## config.mk

```make
export PLATFORM = sky130hd
export DESIGN_NAME = gray_ptr_receiver_flat
export DESIGN_NICKNAME = d
export VERILOG_FILES = /design/src/rtl/gray_ptr_receiver_if.sv /design/src/rtl/gray_ptr_receiver.sv /design/src/flat_wrapper.sv
export SDC_FILE = /design/constraint.sdc
export NUM_CORES = 1
export LEC_CHECK = 0
export BUFFER_PORTS_ARGS = -buffer_cell sky130_fd_sc_hd__buf_2
export CORE_MARGIN = 5
export CORE_UTILIZATION = 38
export DETAILED_ROUTE_END_ITERATION = 8
export GPL_ROUTABILITY_DRIVEN = 1
export PLACE_DENSITY_LB_ADDON = 0.08
export SYNTH_ARGS = -nofsm -noshare
export SYNTH_HDL_FRONTEND = slang
export SYNTH_SLANG_ARGS = --single-unit
export TNS_END_PERCENT = 10
```

## constraint.sdc

```tcl
create_clock -name clk -period 5.6 [get_ports clk]
set_input_delay 0.28 -clock clk [delete_from_list [all_inputs] [get_ports clk]]
set_output_delay 0.28 -clock clk [all_outputs]
set_load 0.02 [all_outputs]
```

## src/rtl/gray_ptr_receiver_if.sv

```systemverilog
// rtl/gray_ptr_receiver_if.sv - control, Gray input and tracking outputs of the Gray pointer receiver
interface gray_ptr_receiver_if #(
   parameter int bit_width = 8,
   parameter int acc_width = 16
);
   logic                 enable;
   logic                 clear;
   logic [bit_width-1:0] gray_in;
   logic                 locked;
   logic [bit_width-1:0] bin_out;
   logic                 step_valid;
   logic [bit_width-1:0] delta;
   logic                 multi_step;
   logic [acc_width-1:0] acc_out;
   logic                 acc_overflow;

   // Producer/observer side: drives controls and the Gray pointer
   modport master (
      output enable, clear, gray_in,
      input  locked, bin_out, step_valid, delta, multi_step, acc_out, acc_overflow
   );

   // Receiver side
   modport slave (
      input  enable, clear, gray_in,
      output locked, bin_out, step_valid, delta, multi_step, acc_out, acc_overflow
   );
endinterface

```

## src/rtl/gray_ptr_receiver.sv

```systemverilog
// rtl/gray_ptr_receiver.sv - synchronises a Gray pointer, decodes it and tracks its advances
module gray_ptr_receiver #(
   parameter int bit_width   = 8,
   parameter int sync_stages = 2,
   parameter int acc_width   = 16
) (
   input  logic              clk,
   input  logic              rst,
   gray_ptr_receiver_if.slave bus
);
   localparam int CW = $clog2(sync_stages + 1);
   localparam int SW = ((acc_width > bit_width) ? acc_width : bit_width) + 1;
   localparam logic [bit_width-1:0] ONE      = 1;
   localparam logic [CW-1:0]        LAST_CNT = CW'(sync_stages - 1);

   typedef enum logic [1:0] {WARMUP, BASE, TRACK} state_t;

   logic [bit_width-1:0] r_sync [sync_stages];
   state_t               r_state;
   logic [CW-1:0]        r_cnt;
   logic [bit_width-1:0] r_prev_gray;
   logic [bit_width-1:0] r_prev_bin;
   logic                 r_locked;
   logic [bit_width-1:0] r_bin_out;
   logic                 r_step_valid;
   logic [bit_width-1:0] r_delta;
   logic                 r_multi_step;
   logic [acc_width-1:0] r_acc;
   logic                 r_acc_ovf;

   logic [bit_width-1:0] w_g_s;
   logic [bit_width-1:0] w_b_s;
   logic [bit_width-1:0] w_d;
   logic [bit_width-1:0] w_diff;
   logic                 w_multi;
   logic [SW-1:0]        w_sum;
   logic                 w_wrap;

   assign w_g_s = r_sync[sync_stages-1];

   // Gray to binary: each binary bit is the XOR of all Gray bits at or above it
   always_comb begin
      w_b_s = '0;
      for (int i = 0; i < bit_width; i++) begin
         w_b_s[i] = ^(w_g_s >> i);
      end
   end

   assign w_d    = w_b_s - r_prev_bin;
   assign w_diff = w_g_s ^ r_prev_gray;
   // More than one bit set <=> clearing the lowest set bit leaves something
   assign w_multi = (w_diff & (w_diff - ONE)) != '0;
   assign w_sum   = SW'(r_acc) + SW'(w_d);
   assign w_wrap  = |w_sum[SW-1:acc_width];

   // Input synchroniser: shifts every cycle regardless of tracking state
   always_ff @(posedge clk) begin
      if (rst) begin
         for (int i = 0; i < sync_stages; i++) r_sync[i] <= '0;
      end else begin
         r_sync[0] <= bus.gray_in;
         for (int i = 1; i < sync_stages; i++) r_sync[i] <= r_sync[i-1];
      end
   end

   // Warm-up / baseline / tracking state machine with registered outputs
   always_ff @(posedge clk) begin
      if (rst) begin
         r_state      <= WARMUP;
         r_cnt        <= '0;
         r_prev_gray  <= '0;
         r_prev_bin   <= '0;
         r_locked     <= 1'b0;
         r_bin_out    <= '0;
         r_step_valid <= 1'b0;
         r_delta      <= '0;
         r_multi_step <= 1'b0;
         r_acc        <= '0;
         r_acc_ovf    <= 1'b0;
      end else begin
         case (r_state)
            WARMUP: begin
               r_locked     <= 1'b0;
               r_step_valid <= 1'b0;
               r_delta      <= '0;
               r_multi_step <= 1'b0;
               if (!bus.enable) begin
                  r_cnt <= '0;
               end else if (r_cnt == LAST_CNT) begin
                  r_cnt   <= '0;
                  r_state <= BASE;
               end else begin
                  r_cnt <= r_cnt + 1'b1;
               end
            end
            BASE: begin
               r_step_valid <= 1'b0;
               r_delta      <= '0;
               r_multi_step <= 1'b0;
               if (!bus.enable) begin
                  r_state <= WARMUP;
               end else begin
                  r_prev_gray <= w_g_s;
                  r_prev_bin  <= w_b_s;
                  r_bin_out   <= w_b_s;
                  r_locked    <= 1'b1;
                  r_state     <= TRACK;
               end
            end
            TRACK: begin
               if (!bus.enable) begin
                  r_state      <= WARMUP;
                  r_cnt        <= '0;
                  r_locked     <= 1'b0;
                  r_step_valid <= 1'b0;
                  r_delta      <= '0;
                  r_multi_step <= 1'b0;
               end else if (w_d != '0) begin
                  r_step_valid <= 1'b1;
                  r_delta      <= w_d;
                  r_multi_step <= w_multi;
                  r_bin_out    <= w_b_s;
                  r_prev_bin   <= w_b_s;
                  r_prev_gray  <= w_g_s;
                  r_acc        <= w_sum[acc_width-1:0];
                  if (w_wrap) r_acc_ovf <= 1'b1;
               end else begin
                  r_step_valid <= 1'b0;
                  r_delta      <= '0;
                  r_multi_step <= 1'b0;
               end
            end
            default: begin
               r_state <= WARMUP;
               r_cnt   <= '0;
            end
         endcase
         // Clear wins over any accumulation in the same cycle
         if (bus.clear) begin
            r_acc     <= '0;
            r_acc_ovf <= 1'b0;
         end
      end
   end

   assign bus.locked       = r_locked;
   assign bus.bin_out      = r_bin_out;
   assign bus.step_valid   = r_step_valid;
   assign bus.delta        = r_delta;
   assign bus.multi_step   = r_multi_step;
   assign bus.acc_out      = r_acc;
   assign bus.acc_overflow = r_acc_ovf;
endmodule

```

## src/flat_wrapper.sv

```systemverilog
// flat-port wrapper written by rule: the top's interface ports become plain ports
module gray_ptr_receiver_flat 
#(
   parameter int bit_width   = 8,
   parameter int sync_stages = 2,
   parameter int acc_width   = 16
)
  (clk, rst, bus_enable, bus_clear, bus_gray_in, bus_locked, bus_bin_out, bus_step_valid, bus_delta, bus_multi_step, bus_acc_out, bus_acc_overflow);
  gray_ptr_receiver_if #(.bit_width(bit_width), .acc_width(acc_width)) bus_i ();
  input  logic clk;
  input  logic rst;
  input wire logic [$bits(bus_i.enable)-1:0] bus_enable;
  input wire logic [$bits(bus_i.clear)-1:0] bus_clear;
  input wire logic [$bits(bus_i.gray_in)-1:0] bus_gray_in;
  output wire logic [$bits(bus_i.locked)-1:0] bus_locked;
  output wire logic [$bits(bus_i.bin_out)-1:0] bus_bin_out;
  output wire logic [$bits(bus_i.step_valid)-1:0] bus_step_valid;
  output wire logic [$bits(bus_i.delta)-1:0] bus_delta;
  output wire logic [$bits(bus_i.multi_step)-1:0] bus_multi_step;
  output wire logic [$bits(bus_i.acc_out)-1:0] bus_acc_out;
  output wire logic [$bits(bus_i.acc_overflow)-1:0] bus_acc_overflow;
  assign bus_i.enable = bus_enable;
  assign bus_i.clear = bus_clear;
  assign bus_i.gray_in = bus_gray_in;
  assign bus_locked = bus_i.locked;
  assign bus_bin_out = bus_i.bin_out;
  assign bus_step_valid = bus_i.step_valid;
  assign bus_delta = bus_i.delta;
  assign bus_multi_step = bus_i.multi_step;
  assign bus_acc_out = bus_i.acc_out;
  assign bus_acc_overflow = bus_i.acc_overflow;
  gray_ptr_receiver #(.bit_width(bit_width), .sync_stages(sync_stages), .acc_width(acc_width)) u_core (.clk(clk), .rst(rst), .bus(bus_i));
endmodule
```

==> reports/results.txt <==
Final Net Count - 441
vias in the first global route - 2,544
unrepaired setup endpoints after global routing - false
dpl hpwl - 5303 um
Leakage - 1.515 nW
postcts setup bufs - 0
CTS tree - yes
Rows - 33
pin count of the biggest net entering global routing - 60
hold slack - 0.1327 ns
Seq cells post-synth - 63
H-tree levels - 3
maxcap violations - 0
Power Dens Cells - 305.6 nW/um^2
most numerous cell in the Yosys netlist - dfxtp_1
post-DR vias/cell - 5.084
CTS buffer count - 9
global-route wire length before repair - 12,300 um
critical path launch point type - flop
synth unique cells - 50
Worst-path clk slew - 0.08 ns
Critical Path AT - 5.16 ns
Bufs on Longest Clock Path - 2
Setup crit end kind - flop
Filler cells - 828
Seq. cell area - 1261 sq um
Final Setup Violations - 0
leading area contributor after synthesis - dfxtp_1
Fin Clk Skew - 0.005926 ns
post-place setup slack - 0.7164 ns
TritonRoute pass-1 iters - 4
Mapped Nets - 400
Starting DRT DRC Count - 57
Setup CP Type - reg2reg
Clock Latency Late Sink - 0.35 ns
Antenna diodes - 0
Die W - 102.7 um
WL met2 - 3554 um
total grt overflow - 0
M1 WL - 3346 um
GPL Wtd Cong - 0.8383
Worst IR Drop VDD - 0.1557 mV
post-synth top area share - 0.3859
total wire length - 7274 um
initial core utilization - 0.3938
core area - 8299 sq um
I/O Buffers - 47
Hold Crit Class - in2reg
YS warnings - 0
Synth Instances - 370
Slew Limit Fails - 0
DIE HEIGHT - 102.7 um
Hold Path Origin - bus_gray_in[2]
DRC viols - 0
average routed wire per standard cell - 13.96 um
area occupied by multi-input gates - 1854 sq um
Rel. slew slack - 0.3785
status - finished clean
critical path required time - 5.89 ns
via count - 2,649
Die ar. - 10,560 sq um
final hold vios - 0
Commonest cells post-synth - 63 x dfxtp_1, 28 x a21oi_1, 28 x nand2_1, 28 x nor2_1, 21 x nor2b_1
Layout area overhead - 15.08%
post-route ant nets - 0
asr flop ratio synth - 0
predominant post-synthesis flop cell - dfxtp_1
ratio of final minimum period to clock period - 0.8696
critical path fanouts, max - 5
Max Used Layer - met4
Post-synth EDFFs - 0
share of layout cells above drive strength 1 - 0.1803
setup tns final - 0 ns
worst r2r src - u_core.r_sync[0][13]$_SDFF_PP0_
global-route usage over all layers - 0.1490
Setup crit start - u_core.r_sync[0][13]$_SDFF_PP0_
Root Driver - clkbuf_8
Avg Inst Size Synth - 8.833 sq um
Highest Clock Rate - 205.3 MHz
Hold-fix buffers, CTS - 0
initial antenna violation count - 0
Area contributors post-synth - dfxtp_1 39%, ha_1 6.1%, xnor2_1 5.1%, a21oi_1 4.3%, nor2b_1 4.0%
Worst-Margin Slew - 0.9288 ns
post-cts sizing count - 0
io pins - 48
PnR worst setup slack - 0.7301 ns
Met3 Routed Length - 285 um
CTS Sinks - 63
netlist area before placement - 3268 sq um
Tmin final - 4.870 ns
post-synthesis sequential area ratio - 0.3859
[per-stage QoR]
stage	cell area, sq um	util	cells	power, mW
2_1_floorplan	3268	-	370	0.6586
3_3_place_gp	3535	0.4259	505	0.7082
3_5_place_dp	3535	0.4259	505	0.7099
4_1_cts	3761	0.4532	521	1.170
5_1_grt	3761	0.4532	521	1.220
6_report	3761	0.4532	521	1.149
[layer usage]
metal / up-vias / global-route usage
met2: 43 / 0.2562
li1: 1384 / -
met1: 1214 / 0.1833
met5: - / 0
met3: 8 / 0.04060
met4: 0 / 0.04183
[layout make-up]
type / count / area share
well taps: 105 / 0.03493
multi-input cells: 276 / 0.4930
inverters: 14 / 0.01397
repair buffers: 47 / 0.06254
flip-flops and latches: 63 / 0.3353
clock buffers: 9 / 0.03293
clock inverters: 7 / 0.02728
[cells by family (layout without fill, tap and decap cells)]
group,after synthesis,in the layout,share of synthesized area
AO/OA/AOI/OAI,96,96,0.1918
XOR/XNOR,28,28,0.07504
adder cells (fa/ha/maj),18,18,0.07351
buffers and inverters,31,77,0.04671
flip-flops,63,63,0.3859
multiplexers,3,3,0.009189
AND/OR/NAND/NOR,131,131,0.2178
[worst paths after layout]
kind	end	slack [ns]	cells past startpoint
min reg2reg	u_core.r_sync[0][9]$_SDFF_PP0_	0.44	1
max reg2reg	u_core.bus.acc_out[15]$_SDFFE_PP0P_	0.73	17
max	u_core.bus.acc_out[15]$_SDFFE_PP0P_	0.73	17
min	u_core.r_sync[0][2]$_SDFF_PP0_	0.13	2
[where the power goes]
part           internal (mW)  total, mW  switching [mW]
clock                  0.257      0.452           0.196
sequential             0.456      0.461         0.00578
combinational         0.0959      0.236           0.140
total                  0.808       1.15           0.341
[worst max-delay path: stages, from the launching register on]
cell and delay, ns:
dfxtp_1 0.41, xor2_1 0.26, xnor2_1 0.11, xnor2_1 0.36, xnor2_1 0.24, xor2_1 0.20, ha_1 0.24, fa_1 0.41
nor2b_1 0.22, o21a_1 0.18, o311ai_2 0.15, ha_1 0.36, a21oi_1 0.18, or4b_2 0.62, a31oi_1 0.39, nor3_1 0.12
a211oi_1 0.25, a31o_2 0.13
[sequential cells by signal (all words and copies together), names as in the netlist]
name                     cells
u_core.bus.acc_out          16
u_core.r_state               2
u_core.bus.acc_overflow      1
u_core.r_prev_gray           8
u_core.bus.multi_step        1
u_core.r_prev_bin            7
u_core.r_sync               16
u_core.bus.step_valid        1
u_core.bus.delta             8
u_core.r_cnt                 2
u_core.bus.locked            1
[cell usage in the layout, fill, tap and decap left out, types with 2 or more instances in the layout]
| cell | synthesis | layout |
|---|---|---|
| nor2b_1 | 21 | 21 |
| a211oi_1 | 9 | 9 |
| a22oi_1 | 8 | 8 |
| or3_1 | 7 | 7 |
| o21ai_1 | 3 | 3 |
| o21ai_0 | 20 | 20 |
| and3_1 | 3 | 3 |
| nand4b_1 | 11 | 11 |
| nor2_1 | 28 | 28 |
| fa_1 | 2 | 2 |
| mux2i_1 | 3 | 3 |
| o211ai_1 | 3 | 3 |
| buf_2 | 2 | 47 |
| xor2_1 | 9 | 9 |
| and2_1 | 3 | 3 |
| inv_6 | 0 | 4 |
| a21o_2 | 2 | 2 |
| bufinv_16 | 0 | 2 |
| nand3_1 | 4 | 4 |
| nor3_1 | 3 | 3 |
| nand2_1 | 28 | 28 |
| xnor2_1 | 19 | 19 |
| a31oi_1 | 2 | 2 |
| ha_1 | 16 | 16 |
| or2_2 | 2 | 2 |
| inv_1 | 14 | 14 |
| a31o_2 | 2 | 2 |
| a21o_1 | 3 | 3 |
| o21a_1 | 4 | 4 |
| nand2b_1 | 13 | 13 |
| o31ai_1 | 4 | 4 |
| nor3b_1 | 2 | 2 |
| dfxtp_1 | 63 | 63 |
| a21oi_1 | 28 | 28 |
| clkbuf_8 | 0 | 9 |
Note: power is estimated with default switching activity, not from simulation.
